==> src/rtl/shift_unit.sv <==
// Two-stage registered shift unit: operand register feeding SRL/SLL/SRA/ROR
// shifters, with a result register, all behind valid/ready handshakes.
module shift_unit (
    input  logic        clk,
    input  logic        rst_n,
    input  logic        in_valid,
    output logic        in_ready,
    input  logic [1:0]  in_op,
    input  logic [31:0] in_a,
    input  logic [31:0] in_b,
    output logic        out_valid,
    input  logic        out_ready,
    output logic [31:0] out_result,
    output logic        out_zero,
    output logic        out_carry
);
    localparam logic [1:0] OP_SLL = 2'b01;
    localparam logic [1:0] OP_SRA = 2'b10;
    localparam logic [1:0] OP_ROR = 2'b11;

    logic        s1_valid_reg, s1_valid_next;
    logic [1:0]  s1_op_reg, s1_op_next;
    logic [31:0] s1_a_reg, s1_a_next;
    logic [4:0]  s1_sh_reg, s1_sh_next;

    logic        out_valid_reg, out_valid_next;
    logic [31:0] out_result_reg, out_result_next;
    logic        out_zero_reg, out_zero_next;
    logic        out_carry_reg, out_carry_next;

    logic        s2_load;
    logic        accept;

    logic        is_left;
    logic        rotate;
    logic        fill;
    logic [31:0] rev_a;
    logic [31:0] src;
    logic [31:0] right_res;
    logic [31:0] rev_res;
    logic [31:0] shift_res;
    logic [4:0]  sh_m1;
    logic        shift_carry;

    assign s2_load  = s1_valid_reg && (!out_valid_reg || out_ready);
    assign in_ready = rst_n && (!s1_valid_reg || s2_load);
    assign accept   = in_valid && in_ready;

    // Left shifts reuse the right shifter on the bit-reversed operand.
    assign is_left = (s1_op_reg == OP_SLL);
    assign rotate  = (s1_op_reg == OP_ROR);
    assign fill    = (s1_op_reg == OP_SRA) && s1_a_reg[31];

    generate
        for (genvar gi = 0; gi < 32; gi++) begin : gen_rev
            assign rev_a[gi]   = s1_a_reg[31-gi];
            assign rev_res[gi] = right_res[31-gi];
        end
    endgenerate

    assign src = is_left ? rev_a : s1_a_reg;

    always_comb begin
        right_res = src;
        for (int k = 0; k < 5; k++) begin
            if (s1_sh_reg[k]) begin
                if (rotate) begin
                    right_res = (right_res >> (1 << k)) | (right_res << (32 - (1 << k)));
                end else begin
                    right_res = (right_res >> (1 << k))
                              | (fill ? ~(32'hFFFF_FFFF >> (1 << k)) : 32'h0);
                end
            end
        end
    end

    assign shift_res = is_left ? rev_res : right_res;

    // In the reversed frame the last bit shifted out is always src[sh-1].
    assign sh_m1       = s1_sh_reg - 5'd1;
    assign shift_carry = (s1_sh_reg != 5'd0) && src[sh_m1];

    always_comb begin
        s1_valid_next   = s1_valid_reg;
        s1_op_next      = s1_op_reg;
        s1_a_next       = s1_a_reg;
        s1_sh_next      = s1_sh_reg;
        out_valid_next  = out_valid_reg;
        out_result_next = out_result_reg;
        out_zero_next   = out_zero_reg;
        out_carry_next  = out_carry_reg;

        if (accept) begin
            s1_valid_next = 1'b1;
            s1_op_next    = in_op;
            s1_a_next     = in_a;
            s1_sh_next    = in_b[4:0];
        end else if (s2_load) begin
            s1_valid_next = 1'b0;
        end

        if (s2_load) begin
            out_valid_next  = 1'b1;
            out_result_next = shift_res;
            out_zero_next   = (shift_res == 32'h0);
            out_carry_next  = shift_carry;
        end else if (out_ready) begin
            out_valid_next = 1'b0;
        end
    end

    always_ff @(posedge clk) begin
        if (!rst_n) begin
            s1_valid_reg   <= 1'b0;
            s1_op_reg      <= 2'b00;
            s1_a_reg       <= 32'h0;
            s1_sh_reg      <= 5'd0;
            out_valid_reg  <= 1'b0;
            out_result_reg <= 32'h0;
            out_zero_reg   <= 1'b0;
            out_carry_reg  <= 1'b0;
        end else begin
            s1_valid_reg   <= s1_valid_next;
            s1_op_reg      <= s1_op_next;
            s1_a_reg       <= s1_a_next;
            s1_sh_reg      <= s1_sh_next;
            out_valid_reg  <= out_valid_next;
            out_result_reg <= out_result_next;
            out_zero_reg   <= out_zero_next;
            out_carry_reg  <= out_carry_next;
        end
    end

    assign out_valid  = out_valid_reg;
    assign out_result = out_result_reg;
    assign out_zero   = out_zero_reg;
    assign out_carry  = out_carry_reg;
endmodule

==> config.mk <==
export PLATFORM = sky130hd
export DESIGN_NAME = shift_unit
export DESIGN_NICKNAME = d
export VERILOG_FILES = /design/src/rtl/shift_unit.sv
export SDC_FILE = /design/constraint.sdc
export NUM_CORES = 1
export LEC_CHECK = 0
export CORE_MARGIN = 4
export CORE_UTILIZATION = 45
export DETAILED_ROUTE_END_ITERATION = 10
export GPL_TIMING_DRIVEN = 0
export PLACE_DENSITY = 0.64
export SLEW_MARGIN = 20
export SYNTH_ARGS = -nofsm -noshare
export SYNTH_HDL_FRONTEND = slang
export SYNTH_SLANG_ARGS = --single-unit
export TNS_END_PERCENT = 20
==> constraint.sdc <==
create_clock -name clk -period 9.1 [get_ports clk]
set_clock_uncertainty 0.2 [all_clocks]
set_input_delay 1.365 -clock clk [delete_from_list [all_inputs] [get_ports clk]]
set_output_delay 1.365 -clock clk [all_outputs]
set_load 0.03 [all_outputs]
Yosys cells after proc, flatten, opt, wreduce, memory -nomap -nowiden
Index checks and enable logic that the tools add are counted.
{ "op_classes": {"add_sub_neg": 1, "n_lt_le_gt_ge": 1, "eq_ne": 3, "n_mux": 23, "bitwise": 10, "n_reduce_logical": 13} }
{ "op_table": {"columns": ["operator", "count"], "rows": [
  ["$mux 32", 17],
  ["$or 16x32->32", 2],
  ["$or 24x32->32", 2],
  ["$or 28x32->32", 2],
  ["$or 30x32->32", 2],
  ["$or 31x32->32", 2],
  ["$logic_not 32->1", 1],
  ["$lt 5x6->1 const B", 1],
  ["$bmux 1 s5", 1],
  ["$logic_and 1x1->1", 5],
  ["$mux 1", 5],
  ["$reduce_bool 5->1", 1],
  ["$sub 5x1->5 const B", 1],
  ["$eq 2x2->1 const B", 2],
  ["$reduce_bool 2->1", 2],
  ["$eq 2x1->1 const B", 1],
  ["$logic_not 1->1", 2],
  ["$logic_or 1x1->1", 2]
]} }
{ "totals": {"ff_bits": 75, "input_bits": 70, "out_inout_bits": 36, "wordCells": 59} }

Logic depth before layout (Yosys ltp)
Gate-level depths: netlist of run 1.
{ "depth": {"word_depth": 20, "ltp_mapped": 14, "ltp_nobuf": 9} }

Worst setup path after synthesis of run 1
OpenSTA, ideal clock, no wires.
{ "synth_path": {"path_kind": "register to register", "start": "register s1_sh_reg[0]", "end": "register out_carry_reg, in the netlist out_carry", "setup_time_ns": 0.133, "arrival_ns": 3.641, "required_time_ns": 8.767, "path_slack_ns": 5.126, "path_stages_with_launch": 14, "path_buffers": 4, "synth_period_minus_slack_ns": 3.974, "path_cell_list": "dfxtp_1 -> inv_2 -> buf_1 -> buf_1 -> ha_1 -> clkbuf_1 -> buf_1 -> mux4_2 -> mux4_2 -> mux2_2 -> nor2_1 -> a211oi_1 -> a31oi_1 -> a21oi_1"} }
{ "synth_between": {"elab_chain_len": 4, "word_cells_on_any_way": 5, "cone_classes": "add/sub: 1; mux: 2; reduce/logical: 2"} }
{ "synth_rtl": {"columns": ["item", "line_no", "text"], "rows": [
  ["start, declared", "24", "logic [4:0] s1_sh_reg, s1_sh_next;"],
  ["start signal, assigned", "126", "s1_sh_reg <= s1_sh_next;"],
  ["$sub 5x1->5", "80", "assign sh_m1 = s1_sh_reg - 5'd1;"],
  ["$bmux 1 s5", "81", "assign shift_carry = (s1_sh_reg != 5'd0) && src[sh_m1];"],
  ["$mux 1 (implied by the code)", "81", null],
  ["$logic_and 1x1->1 *", "81", null],
  ["end signal, assigned", "130", "out_carry_reg <= out_carry_next;"],
  ["end, declared", "29", "logic out_carry_reg, out_carry_next;"]
]} }
Every way passes the cells marked *; elsewhere a longest branch is shown, timed or not. The select of a mux whose other input is x is not followed.
A chain may end at the register's enable or synchronous reset.

Worst setup path in the final report of run 1
{ "layout_path": {"start": "register s1_sh_reg[1]", "end": "register out_carry_reg, in the netlist out_carry"} }
The elaborated chain is that of the path after synthesis.

==> qor.csv, run 1 <==
stage;metric;value;unit
outcome;outcome;completed;
sta;slew_headroom;0.359;
floorplanning;core;15900;um2
sta;fmax;189;MHz
logic_synthesis;yosys.area_share.adder;0.00172;
logic_synthesis;synth_compound_area_frac;0.218;
min_path;hold_path_class;flop to flop;
sta;report.final.slew_viol_count;0;
logic_synthesis;yosysTopAreaCell;dfxtp_1;
logic_synthesis;synth_xor_area_frac;0.00241;
cells_and_area;layout-drive-gt1-share;0.118;
drt;dr.pass1.iters;8;
drt;routed_wl;31900;um
logic_synthesis;ys_seq_area_frac;0.207;
logic_synthesis;ys.flop_type;dfxtp_1;
global_route;grtUsageMet1;0.505;
cells_and_area;area_delta_synth_final;19.1;%
floorplanning;num_io_pins;106;
drt;vias;8444;
drt;vias_per_cell;6.93;
pwr;power;1.38;mW
floorplanning;fp.dieArea;18300;um2
clock_network;cts_max_path_buffers;2;
placement;io_buffers;77;
logic_synthesis;mappedNetlistArea;7270;um2
logic_synthesis;async_reset_ff_frac;0;
logic_synthesis;syn_nets;981;
pwr;p_leak;3.15;nW
sta;setup-tns-final;0;ps
sta;fin_crit;5290;ps
critical_path;critical_path_arrival;5310;ps
logic_synthesis;ys_top_cells_by_count;nand2_1 (137), nor2_1 (94), dfxtp_1 (75);
cells_and_area;final_core_util;0.545;
sta;rsz0062_at_grt;false;
clock_network;htree_levels;3;
floorplanning;die_w;135;um
sta;hold_viol;0;
clock_network;postCtsHoldBufs;0;
logic_synthesis;synth_top_cell_area_share;0.207;
global_route;grt_pass1_wl;47500;um
critical_path;required;9120;ps
global_route;antenna_found_initial;0;
drt;drc;0;
logic_synthesis;yosysMostFrequentCell;nand2_1;
critical_path;worstPathMaxFanout;10;
cells_and_area;fillers;1605;
global_route;grt_pass1_vias;7768;
pwr;vdd_drop_max;91.5;uV
critical_path;path_delay_family;buffers and inverters;
drt;drtIter0Drc;1459;
cells_and_area;antennaDiodeCount;0;
logic_synthesis;syn_avg_cell_area;7.99;um2
logic_synthesis;synth_cell_types;76;
global_route;grt-busiest-layer;met1;
logic_synthesis;synthMuxAreaShare;0.282;
logic_synthesis;yosysWarnings;0;
logic_synthesis;ys_ff_latch;75;
pwr;powerDensity;160;nW/um2
cells_and_area;num-nets-final;1069;
sta;holdWs;252;ps
floorplanning;initial_core_util;0.458;
floorplanning;row_count;46;
sta;worst_pin_slew;954;ps
placement;place.detailed.hpwl;24500;um
floorplanning;die_y;135;um
logic_synthesis;synth_top_family_by_area;multiplexers;
clock_network;root_buffer;clkbuf_16;
critical_path;path_cells;inv_2 -> buf_2 -> buf_2 -> clkbuf_1 -> ha_1 -> clkbuf_1 -> buf_1 -> mux4_2 -> mux4_2 -> mux2_2 -> nor2_1 -> a211oi_1 -> a31oi_1 -> a21oi_1;
logic_synthesis;synth-edff-count;0;
global_route;grtUsageTotal;0.344;
clock_network;cts_resized;0;
clock_network;clkSinkCount;75;
global_route;grt-ovfl-total;0;
drt;antenna_left;0;
logic_synthesis;synth-simple-area-share;0.227;
clock_network;cts.reportedPaths.clkPinSlew;60;ps
critical_path;path_class;flop to flop;
critical_path;cpMaxStageDelayCell;clkbuf_1;
critical_path;slowest_delay;590;ps
critical_path;rrSetupSlack;3810;ps
global_route;grtUsageMet2;0.475;
placement;place_congestion;1.03;
clock_network;clk_latency;360;ps
sta;setup_viol;0;
global_route;grtUsageMet3;0.0917;
critical_path;worst_setup_path_start_kind;flop;
global_route;grt_max_degree;13;
drt;wire_per_inst;26.2;um
clock_network;postCtsSetupRepairBufs;0;
sta;min_period_over_period;0.581;
clock_network;cts-buffers-inserted;9;
logic_synthesis;syn_inst;910;
logic_synthesis;synth.area.top_cells;dfxtp_1 (21%), mux4_2 (14%), mux2i_1 (8.4%);
clock_network;cts_tree;done;
job;maxCapViolCount;0;
critical_path;critPathBufInv;6;
critical_path;worst_setup_path_end_kind;flop;
[per-layer routing]
metal	share of wire	vias to the layer above
met4	0.045	0
met1	0.41	3996
met2	0.40	699
met5	0	-
li1	-	3631
met3	0.14	118
[metrics by stage]
stage | std cells | cell area [um2] | setup WS (ps)
floorplan | 910 | 7270 | 5130
global placement | 1203 | 8310 | 3760
detailed placement | 1203 | 8310 | 3890
CTS | 1219 | 8650 | 3850
global route | 1219 | 8650 | 3540
finish | 1219 | 8650 | 3810
[worst paths after layout]
kind,start,endpoint,depth (start not counted)
worst max-delay path,s1_sh_reg[1],out_carry,14
worst min-delay path,out_result[3],out_result[3],2
worst max register to register,s1_sh_reg[1],out_carry,14
worst min register to register,out_result[3],out_result[3],2
[layout make-up]
type,instances,area [um2],area share
multi-input combinational,727,5310,0.614
clock inverter,4,97.6,0.0113
buffer,95,407,0.0470
inverter,13,48.8,0.00564
tap,216,270,0.0312
sequential,75,1500,0.173
clock buffer,12,246,0.0285
timing repair buffer,77,771,0.0891
[worst register-to-register path: stages (launching register included)]
cell      delay [ps]
dfxtp_1          430
inv_2            110
buf_2            360
buf_2            410
clkbuf_1         600
ha_1             230
clkbuf_1         440
buf_1            540
mux4_2           410
mux4_2           470
mux2_2           320
nor2_1           120
a211oi_1          60
a31oi_1          350
a21oi_1          120
[power by group]
group          internal, mW  switching, mW  total (mW)
combinational         0.218          0.350       0.567
clock                 0.276          0.152       0.428
sequential            0.353         0.0323       0.385
total                 0.846          0.534        1.38
[logic make-up after synthesis]
logic type | Yosys count
buffers and inverters | 108
adders and majority gates | 1
xor gates and xnor gates | 2
and+or+nand+nor | 363
DFF | 75
AOI/OAI and AO/OA | 221
muxes | 140
[cells in the final DEF, fill, tap and decap left out, types with 5 or more instances in the layout]
cell type,netlist,routed
o31ai_1,16,16
buf_1,11,11
mux4_2,46,46
a22oi_1,12,12
nor2_1,94,94
a221oi_1,10,10
a31oi_1,12,12
a32oi_1,5,5
mux2_2,23,23
and2_1,8,8
a211oi_1,28,28
a22o_1,6,6
clkdlybuf4s50_1,0,77
nand2_1,137,137
nor4_1,7,7
o211ai_1,11,11
mux2_4,5,5
clkbuf_1,65,67
mux2i_1,61,61
nand4_1,7,7
o21ai_0,21,21
a311oi_1,9,9
nor3_1,24,24
nand2b_1,9,9
clkbuf_16,0,9
a21oi_1,37,37
nor2b_1,5,5
nand3b_1,5,5
o2111ai_1,5,5
inv_1,8,8
nand3_1,45,45
o22ai_1,14,14
buf_2,13,13
dfxtp_1,75,75
(Power assumes the default switching activity.)
==> inputs of run 2 (changes only) <==
PLACE_DENSITY = 0.67   (was 0.64)
clock period = 4.3 ns   (was 9.1 ns; I/O delays follow)
==> run 2 against run 1 <==
The flow now finishes with violations (setup timing). Die area is the same. Cell area shrank 0.25%. Combinational power grew 120%. Worst hold slack lost 1.8 ps. Wire length grew 0.73%. Critical path depth shrank 4. Flip-flop and latch count is the same. Sequential share of layout area grew 0.057 points. Global-route usage grew 0.092 points. Largest cell class unchanged. Highest routed layer unchanged.
==> qor.csv, run 2 (same netlist as run 1, synthesis figures left out) <==
stage;metric;value;unit;change
critical_path;crit_end;out_zero;;
floorplanning;die_y;135;um;unchanged
pwr;powerDensity;319;nW/um2;+100%
sta;setup_viol;1;;+1
placement;io_buffers;77;;unchanged
sta;rsz0062_at_grt;true;;
sta;min_period_over_period;1.01;;+0.424
clock_network;cts_tree;done;;
global_route;grt_pass1_wl;47800;um;+0.52%
drt;vias_per_cell;7.01;;+1.1%
floorplanning;num_io_pins;106;;unchanged
global_route;grt_max_degree;16;;+3
drt;antenna_left;0;;unchanged
critical_path;critPathLaunch;s1_sh_reg[2];;
cells_and_area;layout-drive-gt1-share;0.131;;+0.0134
clock_network;cts-buffers-inserted;9;;unchanged
drt;vias;8519;;+0.89%
placement;placed_area;8310;um2;unchanged
critical_path;required;4370;ps;-4750 ps
critical_path;rr_startpoint;s1_sh_reg[2];;
placement;place_congestion;1.03;;-0.33%
outcome;violations;setup timing;;
critical_path;path_class;flop to flop;;
critical_path;worstRegToRegCells;10;;-4
floorplanning;die_w;135;um;unchanged
clock_network;postCtsSetupRepairBufs;0;;unchanged
floorplanning;core;15900;um2;unchanged
placement;post-place-ws;-959;ps;-4850 ps
clock_network;root_buffer;clkbuf_16;;
drt;dr.pass1.iters;6;;-2
clock_network;clk_latency;350;ps;about the same
clock_network;cts_max_path_buffers;2;;unchanged
clock_network;postCtsHoldBufs;0;;unchanged
global_route;antenna_found_initial;0;;unchanged
critical_path;cpMaxStageDelayCell;clkbuf_1;;
drt;drtIter0Drc;1555;;+6.6%
cells_and_area;final_common_cell;nand2_1;;
outcome;outcome;finished with violations;;
cells_and_area;finalInstanceArea;8630;um2;-0.25%
critical_path;worst_setup_path_end_kind;flop;;
critical_path;cp_common_cell;clkbuf_1;;
job;maxCapViolCount;0;;unchanged
drt;wire_per_inst;26.4;um;+0.98%
cells_and_area;antennaDiodeCount;0;;unchanged
sta;fmax;231;MHz;+22%
floorplanning;initial_core_util;0.458;;unchanged
cells_and_area;num-nets-final;1066;;-0.28%
cells_and_area;layoutNonFillerInstCount;1216;;-0.25%
critical_path;slowest_delay;610;ps;+20 ps
critical_path;critical_path_arrival;4390;ps;-920 ps
critical_path;path_cells;clkbuf_1 -> clkbuf_1 -> clkbuf_1 -> clkbuf_1 -> a311oi_1 -> a211oi_2 -> o2111ai_1 -> nor4b_1 -> nand4_1 -> o31ai_2;;
critical_path;worst_setup_path_start_kind;flop;;
critical_path;rrSetupSlack;-20;ps;-3830 ps
sta;setup_slack;-22.1;ps;-3830 ps
pwr;p_leak;3.14;nW;-0.36%
sta;slew_headroom;0.480;;+0.122
floorplanning;row_count;46;;unchanged
clock_network;cts.reportedPaths.clkPinSlew;70;ps;about the same
sta;holdWs;251;ps;-1.79 ps
cells_and_area;area_delta_synth_final;18.8;%;
sta;hold_viol;0;;unchanged
min_path;hold_path_class;flop to flop;;
floorplanning;fp.dieArea;18300;um2;unchanged
pwr;vdd_drop_max;183;uV;+100%
sta;fin_crit;4320;ps;-967 ps
critical_path;worstPathMaxFanout;10;;unchanged
clock_network;clkSinkCount;75;;unchanged
cells_and_area;mostFrequentLayoutCells;nand2_1 (137), nor2_1 (94), clkdlybuf4s50_1 (77), dfxtp_1 (74), clkbuf_1 (62);;
placement;dp_cells;1203;;unchanged
clock_network;cts_resized;9;;+9
drt;drc;0;;unchanged
sta;worst_pin_slew;780;ps;-174 ps
global_route;grtUsageTotal;0.345;;+0.000921
placement;place.detailed.hpwl;24800;um;+1.2%
sta;report.final.slew_viol_count;0;;unchanged
global_route;grt_pass1_vias;7692;;-0.98%
clock_network;htree_levels;3;;unchanged
drt;routed_wl;32100;um;+0.73%
global_route;grt-ovfl-total;0;;unchanged
critical_path;timing.rr.end;out_zero;;
pwr;power;2.76;mW;+100%
-- run 2: cell types whose count changed in the layout (fill, tap and decap cells not counted), moves of 2 or more --
| cell | delta |
|---|---|
| clkbuf_1 | -5 |
| bufinv_16 | -3 |
| clkinvlp_4 | +3 |
| buf_2 | -3 |
| buf_1 | -5 |
| clkinv_2 | +2 |
| clkbuf_4 | +4 |
| clkbuf_2 | +3 |
-- run 2: layout make-up --
type	count	area, um2
Buffer	92	422
Clock buffer	10	229
Clock inverter	6	41.3
Timing Repair Buffer	77	771
Sequential cell	75	1500
Tap cell	216	270
Fill cell	1572	7250
Inverter	13	52.6
Multi-Input combinational cell	727	5350
-- run 2: through the flow --
stage,TNS [ps],utilization
floorplan,0,-
global route,-3.38,0.543
CTS,0,0.541
detailed placement,-1200,0.523
global placement,-1220,0.523
finish,-22.1,0.543
-- run 2: worst min path at each step --
stage / startpoint / to / cells past startpoint
2_1_floorplan: s1_a_reg[11] / s1_a_reg[11] / 2
3_3_place_gp: out_result[28] / out_result[28] / 2
3_5_place_dp: out_result[28] / out_result[28] / 2
4_1_cts: out_result[28] / out_result[28] / 2
5_1_grt: out_result[28] / out_result[28] / 2
6_report: out_result[3] / out_result[3] / 2
-- run 2: per-layer routing --
layer	track usage	up-vias	routed length, um
met1	0.497	4040	12900
li1	-	3627	-
met2	0.486	733	13200
met3	0.108	119	4680
met4	0.123	0	1270
met5	0	-	0
-- run 2: report_power, final --
group          switching (mW)  internal (mW)
sequential             0.0651          0.747
combinational           0.750          0.469
clock                   0.332          0.391
-- run 2: critical path: cells and delay by family, from the launching register on --
family	cells	cell delay [ps]
buffers and inverters	4	2120
AO/OA/AOI/OAI	4	1090
flip-flops	1	310
AND/OR/NAND/NOR	2	500
==> RTL edit 1 (settings of run 1) <==
Take the reset off `out_result_reg` and load it in a clocked block of its own.
--- a/src/rtl/shift_unit.sv
+++ b/src/rtl/shift_unit.sv
@@ -118,3 +118,2 @@
             out_valid_reg  <= 1'b0;
-            out_result_reg <= 32'h0;
             out_zero_reg   <= 1'b0;
@@ -127,3 +126,2 @@
             out_valid_reg  <= out_valid_next;
-            out_result_reg <= out_result_next;
             out_zero_reg   <= out_zero_next;
@@ -131,2 +129,6 @@
         end
+    end
+
+    always_ff @(posedge clk) begin
+        out_result_reg <= out_result_next;
     end
Check against the original RTL: differs if rst_n is asserted again (counterexample within 4 cycles, from zero or initial values and one cycle with rst_n low); with rst_n held inactive, the same outputs for 4 cycles.
==> RTL edit 1 against run 1 <==
- wire length fell by 6.8%
- sequential cell count is the same
- first-iteration DRC count is 35% lower
- total power decreased by 3.7%
- register-to-register slack improved by 1.1 ns
- die area up 3.5%
- count of clock-buffer cells in the layout rose by 2
- cell area up 2.9%
- worst setup slack improved by 0.75 ns
- global-route usage shrank 2.6 points
- synthesized area is 3.7% higher
- critical path type is now in -> out
- largest power group unchanged
==> RTL edit 1: results (changes against run 1) <==
\begin{tabular}{lr}
\hline
Metric & Value \\
\hline
\multicolumn{2}{l}{\textbf{Global route}} \\
\quad Vias in the first global route & 7476 (-3.8\%) \\
\quad Global-route wire length before repair & 45000 um (-5.4\%) \\
\quad All-layer global routing usage & 31.9\% (-2.6 points) \\
\quad Pin count of the biggest net entering global routing & 33 (+20) \\
\quad Met2 Usage GRT & 50.5\% (+3.0 points) \\
\multicolumn{2}{l}{\textbf{Detailed routing}} \\
\quad Via density per instance & 6.72 (-3.0\%) \\
\quad Length of routed met2 wiring & 13200 um (+2.2\%) \\
\quad Detailed Route WL & 29700 um (-6.8\%) \\
\quad Detail Route met3 WL & 3240 um (-27\%) \\
\quad Drt first-iter violations & 944 (-35\%) \\
\multicolumn{2}{l}{\textbf{Cells and area}} \\
\quad Number of nets in the layout & 1024 (-4.2\%) \\
\quad Bufs w/o clock & 163 (-5.2\%) \\
\quad Filler cell count in the final layout & 1576 (-1.8\%) \\
\quad Inverter count of the layout excluding clock inverters & 10 (-3) \\
\quad Fraction of area in registers & 20.5\% (+3.1 points) \\
\quad Area of combinational cells with multiple inputs & 0.00526 mm2 (-1.1\%) \\
\quad Number of multi-input combinational cells & 694 (-4.5\%) \\
\quad Total number of sequential cells & 75 (unchanged) \\
\quad Clock buffer cells & 14 (+2) \\
\quad Share of cells above drive strength 1 & 14.3\% (+2.6 points) \\
\multicolumn{2}{l}{\textbf{Worst setup path}} \\
\quad Cells on worst reg2reg path & 11 (-3) \\
\quad Launch instance of the worst register-to-register path & s1\_sh\_reg[3] \\
\quad Slowest cell on crit path & clkdlybuf4s50\_1 \\
\quad Reg-to-reg setup timing slack & 4.91 ns (+1.10 ns) \\
\quad Reg-to-reg endpoint & out\_zero \\
\multicolumn{2}{l}{\textbf{Placed design}} \\
\quad Placed wire-length estimate after detailed placement & 22700 um (-7.0\%) \\
\multicolumn{2}{l}{\textbf{Status}} \\
\quad Status & finished clean \\
\multicolumn{2}{l}{\textbf{Logic synthesis}} \\
\quad Share of synthesized cell area in full adder, half adder and majority cells & 0.166\% (-0.0062 points) \\
\quad Top area cells in the synthesized netlist & mux4\_2 (17\%), edfxtp\_1 (13\%), dfxtp\_1 (11\%) \\
\quad Count of flip-flops with a built-in enable after synthesis & 32 (+32) \\
\quad Distinct cell type count of the synthesized netlist & 78 (+2.6\%) \\
\quad Commonest cells in the netlist & nand2\_1 (171), mux2i\_1 (67), nand3\_1 (57) \\
\quad Part of the Yosys area used for sequential elements & 24.2\% (+3.5 points) \\
\multicolumn{2}{l}{\textbf{Timing}} \\
\quad Minimum setup slack in the final design & 4.56 ns (+0.746 ns) \\
\multicolumn{2}{l}{\textbf{Min path}} \\
\quad End point of the worst hold path & out\_zero \\
\quad Hold Crit Start & out\_zero \\
\multicolumn{2}{l}{\textbf{Power}} \\
\quad Worst supply voltage drop on vdd & 0.000103 V (+12\%) \\
\hline
\end{tabular}
[RTL edit 1: worst max path at each step]
stage                     startpoint  endpoint  slack (ns)  cells after the start
final                          rst_n  in_ready        4.56                      3
after CTS                      rst_n  in_ready        4.58                      3
after detailed placement       rst_n  in_ready        4.60                      3
after floorplan            out_ready  out_zero        4.95                      7
after global routing       out_ready  in_ready        4.52                      4
after global placement     out_ready  out_zero        3.70                      8
[RTL edit 1: tightest hold or removal path, delay by kind of cell, from the launching register on]
| family | cells | cell delay [ns] |
|---|---|---|
| and+or+nand+nor | 1 | 0.05 |
| DFF | 1 | 0.31 |
| AOI/OAI and AO/OA | 1 | 0.05 |
[RTL edit 1: through the flow]
| step | cells | util (%) | hold slack, ns | power (W) | area [um2] |
|---|---|---|---|---|---|
| CTS | 1177 | 53.9 | 0.258 | 0.00131 | 8900 |
| global route | 1177 | 53.9 | 0.288 | 0.00138 | 8900 |
| finish | 1177 | 53.9 | 0.253 | 0.00133 | 8900 |
| detailed placement | 1162 | 52.1 | 0.251 | 0.000966 | 8610 |
| floorplan | 864 | - | 0.272 | 0.000784 | 7540 |
| global placement | 1161 | 52.0 | 0.244 | 0.000965 | 8590 |
[RTL edit 1: where the power goes]
group / total, W / switching, W / internal, W
Sequential: 0.000417 / 0.0000300 / 0.000387
Combinational: 0.000564 / 0.000338 / 0.000226
Clock: 0.000349 / 0.000135 / 0.000214
Total: 0.00133 / 0.000502 / 0.000827
[RTL edit 1: logic make-up after synthesis]
family,Yosys count
multiplexers,149
buffers and inverters,95
AO/OA/AOI/OAI,185
XOR/XNOR,2
AND/OR/NAND/NOR,357
flip-flops,75
adder cells (fa/ha/maj),1
==> RTL edit 2 (settings of run 1) <==
Made on the original files. Make the reset (`rst_n`) asynchronous in one clocked block.
--- a/src/rtl/shift_unit.sv
+++ b/src/rtl/shift_unit.sv
@@ -111,3 +111,3 @@
 
-    always_ff @(posedge clk) begin
+    always_ff @(posedge clk or negedge rst_n) begin
         if (!rst_n) begin
Formal check against the unedited RTL: differs if rst_n is asserted again (counterexample within 4 cycles, from zero or initial values and one cycle with rst_n low); with rst_n held inactive, the same outputs for 4 cycles.
==> RTL edit 2 against run 1 <==
- sequential cell count unchanged
- count of clock-buffer cells in the layout down 1
- non-clock buffer count decreased by 18
- cell area increased by 0.30%
- largest cell class unchanged
- synthesized area up 0.64%
- hold slack better by 0.022 ns
- wire length fell by 4.8%
- first-iteration DRC count is 29% lower
- highest routed layer unchanged
- critical endpoint is now in_ready
- worst setup slack better by 0.82 ns
Power is not compared: it rests on default switching activity, and its combinational part moved more than twofold at a synthesized area within 25%.
==> RTL edit 2: results (changes against run 1) <==
\begin{tabular}{lr}
\hline
Metric & Value \\
\hline
\multicolumn{2}{l}{\textbf{Detailed routing}} \\
\quad Detail Route met3 WL & 3420 um (-23\%) \\
\quad Detailed Route WL & 30400 um (-4.8\%) \\
\quad First-pass DRT Iterations & 7 (-1) \\
\quad Met1 wire length & 11800 um (-9.8\%) \\
\quad Length of routed met2 wiring & 13700 um (+5.7\%) \\
\multicolumn{2}{l}{\textbf{Global route}} \\
\quad Global-route wire length before repair & 45800 um (-3.8\%) \\
\quad Pin count of the biggest net entering global routing & 48 (+35) \\
\quad Met2 Usage GRT & 50.9\% (+3.5 points) \\
\quad Met3 Use GR & 7.95\% (-1.2 points) \\
\quad GRT met1 Usage & 45.1\% (-5.5 points) \\
\quad All-layer global routing usage & 33.2\% (-1.2 points) \\
\multicolumn{2}{l}{\textbf{Cells and area}} \\
\quad Filler cell count in the final layout & 1520 (-5.3\%) \\
\quad Share of cells above drive strength 1 & 17.2\% (+5.4 points) \\
\multicolumn{2}{l}{\textbf{Logic synthesis}} \\
\quad Top flip-flop cell by instance count after synthesis & dfrtp\_1 \\
\quad Net count after synthesis & 877 (-11\%) \\
\quad FFs w/ async S/R, synth & 100\% (+100 points) \\
\quad Share of synthesized cell area in full adder, half adder and majority cells & 0.171\% (-0.0011 points) \\
\quad Top area cells in the synthesized netlist & dfrtp\_1 (26\%), mux4\_2 (14\%), mux2\_2 (8.8\%) \\
\quad Post-synthesis mux area share & 31.7\% (+3.6 points) \\
\quad Commonest cells in the netlist & nand2\_1 (91), nor2\_1 (91), dfrtp\_1 (75) \\
\quad Compound-Gate Fraction of Synth Area & 20.5\% (-1.3 points) \\
\multicolumn{2}{l}{\textbf{Status}} \\
\quad Status & finished clean \\
\multicolumn{2}{l}{\textbf{Placed design}} \\
\quad Routability Congestion & 0.997 (-3.6\%) \\
\quad Placed wire-length estimate after detailed placement & 23600 um (-3.3\%) \\
\quad Number of port buffers & 78 (+1.3\%) \\
\multicolumn{2}{l}{\textbf{Worst setup path}} \\
\quad Slowest cell on crit path & clkdlybuf4s50\_1 \\
\quad Largest fanout of any net on the critical path & 47 (+37) \\
\quad Critical path arrival & 2.91 ns (-2.40 ns) \\
\quad Highest cell delay on the worst timing path & 0.67 ns (+0.08 ns) \\
\multicolumn{2}{l}{\textbf{Timing}} \\
\quad Worst-Margin Slew & 0.958 ns (+0.00449 ns) \\
\hline
\end{tabular}
[RTL edit 2: cell count changes in the layout (fill, tap and decap cells not counted), moves of 9 or more]
cell,delta
a211oi_1,-11
nand2_1,-46
o31ai_1,-13
mux2_2,+34
clkbuf_1,-24
nand3_1,-31
dfxtp_1,-75
nor3_1,-10
mux2i_1,-12
a311oi_1,-9
o21ai_0,+29
dfrtp_1,+75
[RTL edit 2: worst paths after layout]
check | slack, ns | endpoint | cells past startpoint | start
max in group asynchronous | 7.38 | out_result[26] | 2 | rst_n
setup / recovery | 4.63 | in_ready | 4 | rst_n
setup reg to reg | 4.68 | out_carry | 15 | s1_sh_reg[1]
hold reg to reg | 0.27 | out_result[4] | 2 | out_result[4]
min in group asynchronous | 0.74 | s1_a_reg[13] | 1 | rst_n
hold / removal | 0.27 | out_result[4] | 2 | out_result[4]
[RTL edit 2: worst max-delay path: cells and delay by family]
family | cells | cell delay (ns)
buffers and inverters | 3 | 1.32
AND/OR/NAND/NOR | 1 | 0.19
[RTL edit 2: stage by stage]
stage / instances / cell area, um2 / setup WS, ns / total power (W) / utilization, %
after CTS: 1117 / 8680 / 4.57 / 0.00239 / 54.6
final: 1117 / 8680 / 4.63 / 0.00243 / 54.6
after detailed placement: 1101 / 8380 / 4.57 / 0.00202 / 52.8
after global routing: 1117 / 8680 / 4.46 / 0.00254 / 54.6
after global placement: 1100 / 8370 / 2.29 / 0.00201 / 52.7
after floorplan: 806 / 7320 / 5.63 / 0.00149 / -
[RTL edit 2: layout make-up]
type / instances / share of cell area [%]
sequential: 75 / 21.6
inverter: 10 / 0.432
clock buffer: 11 / 2.68
clock inverter: 5 / 0.735
timing repair buffer: 79 / 9.20
tap: 216 / 3.11
buffer: 75 / 4.18
multi-input combinational: 646 / 58.0
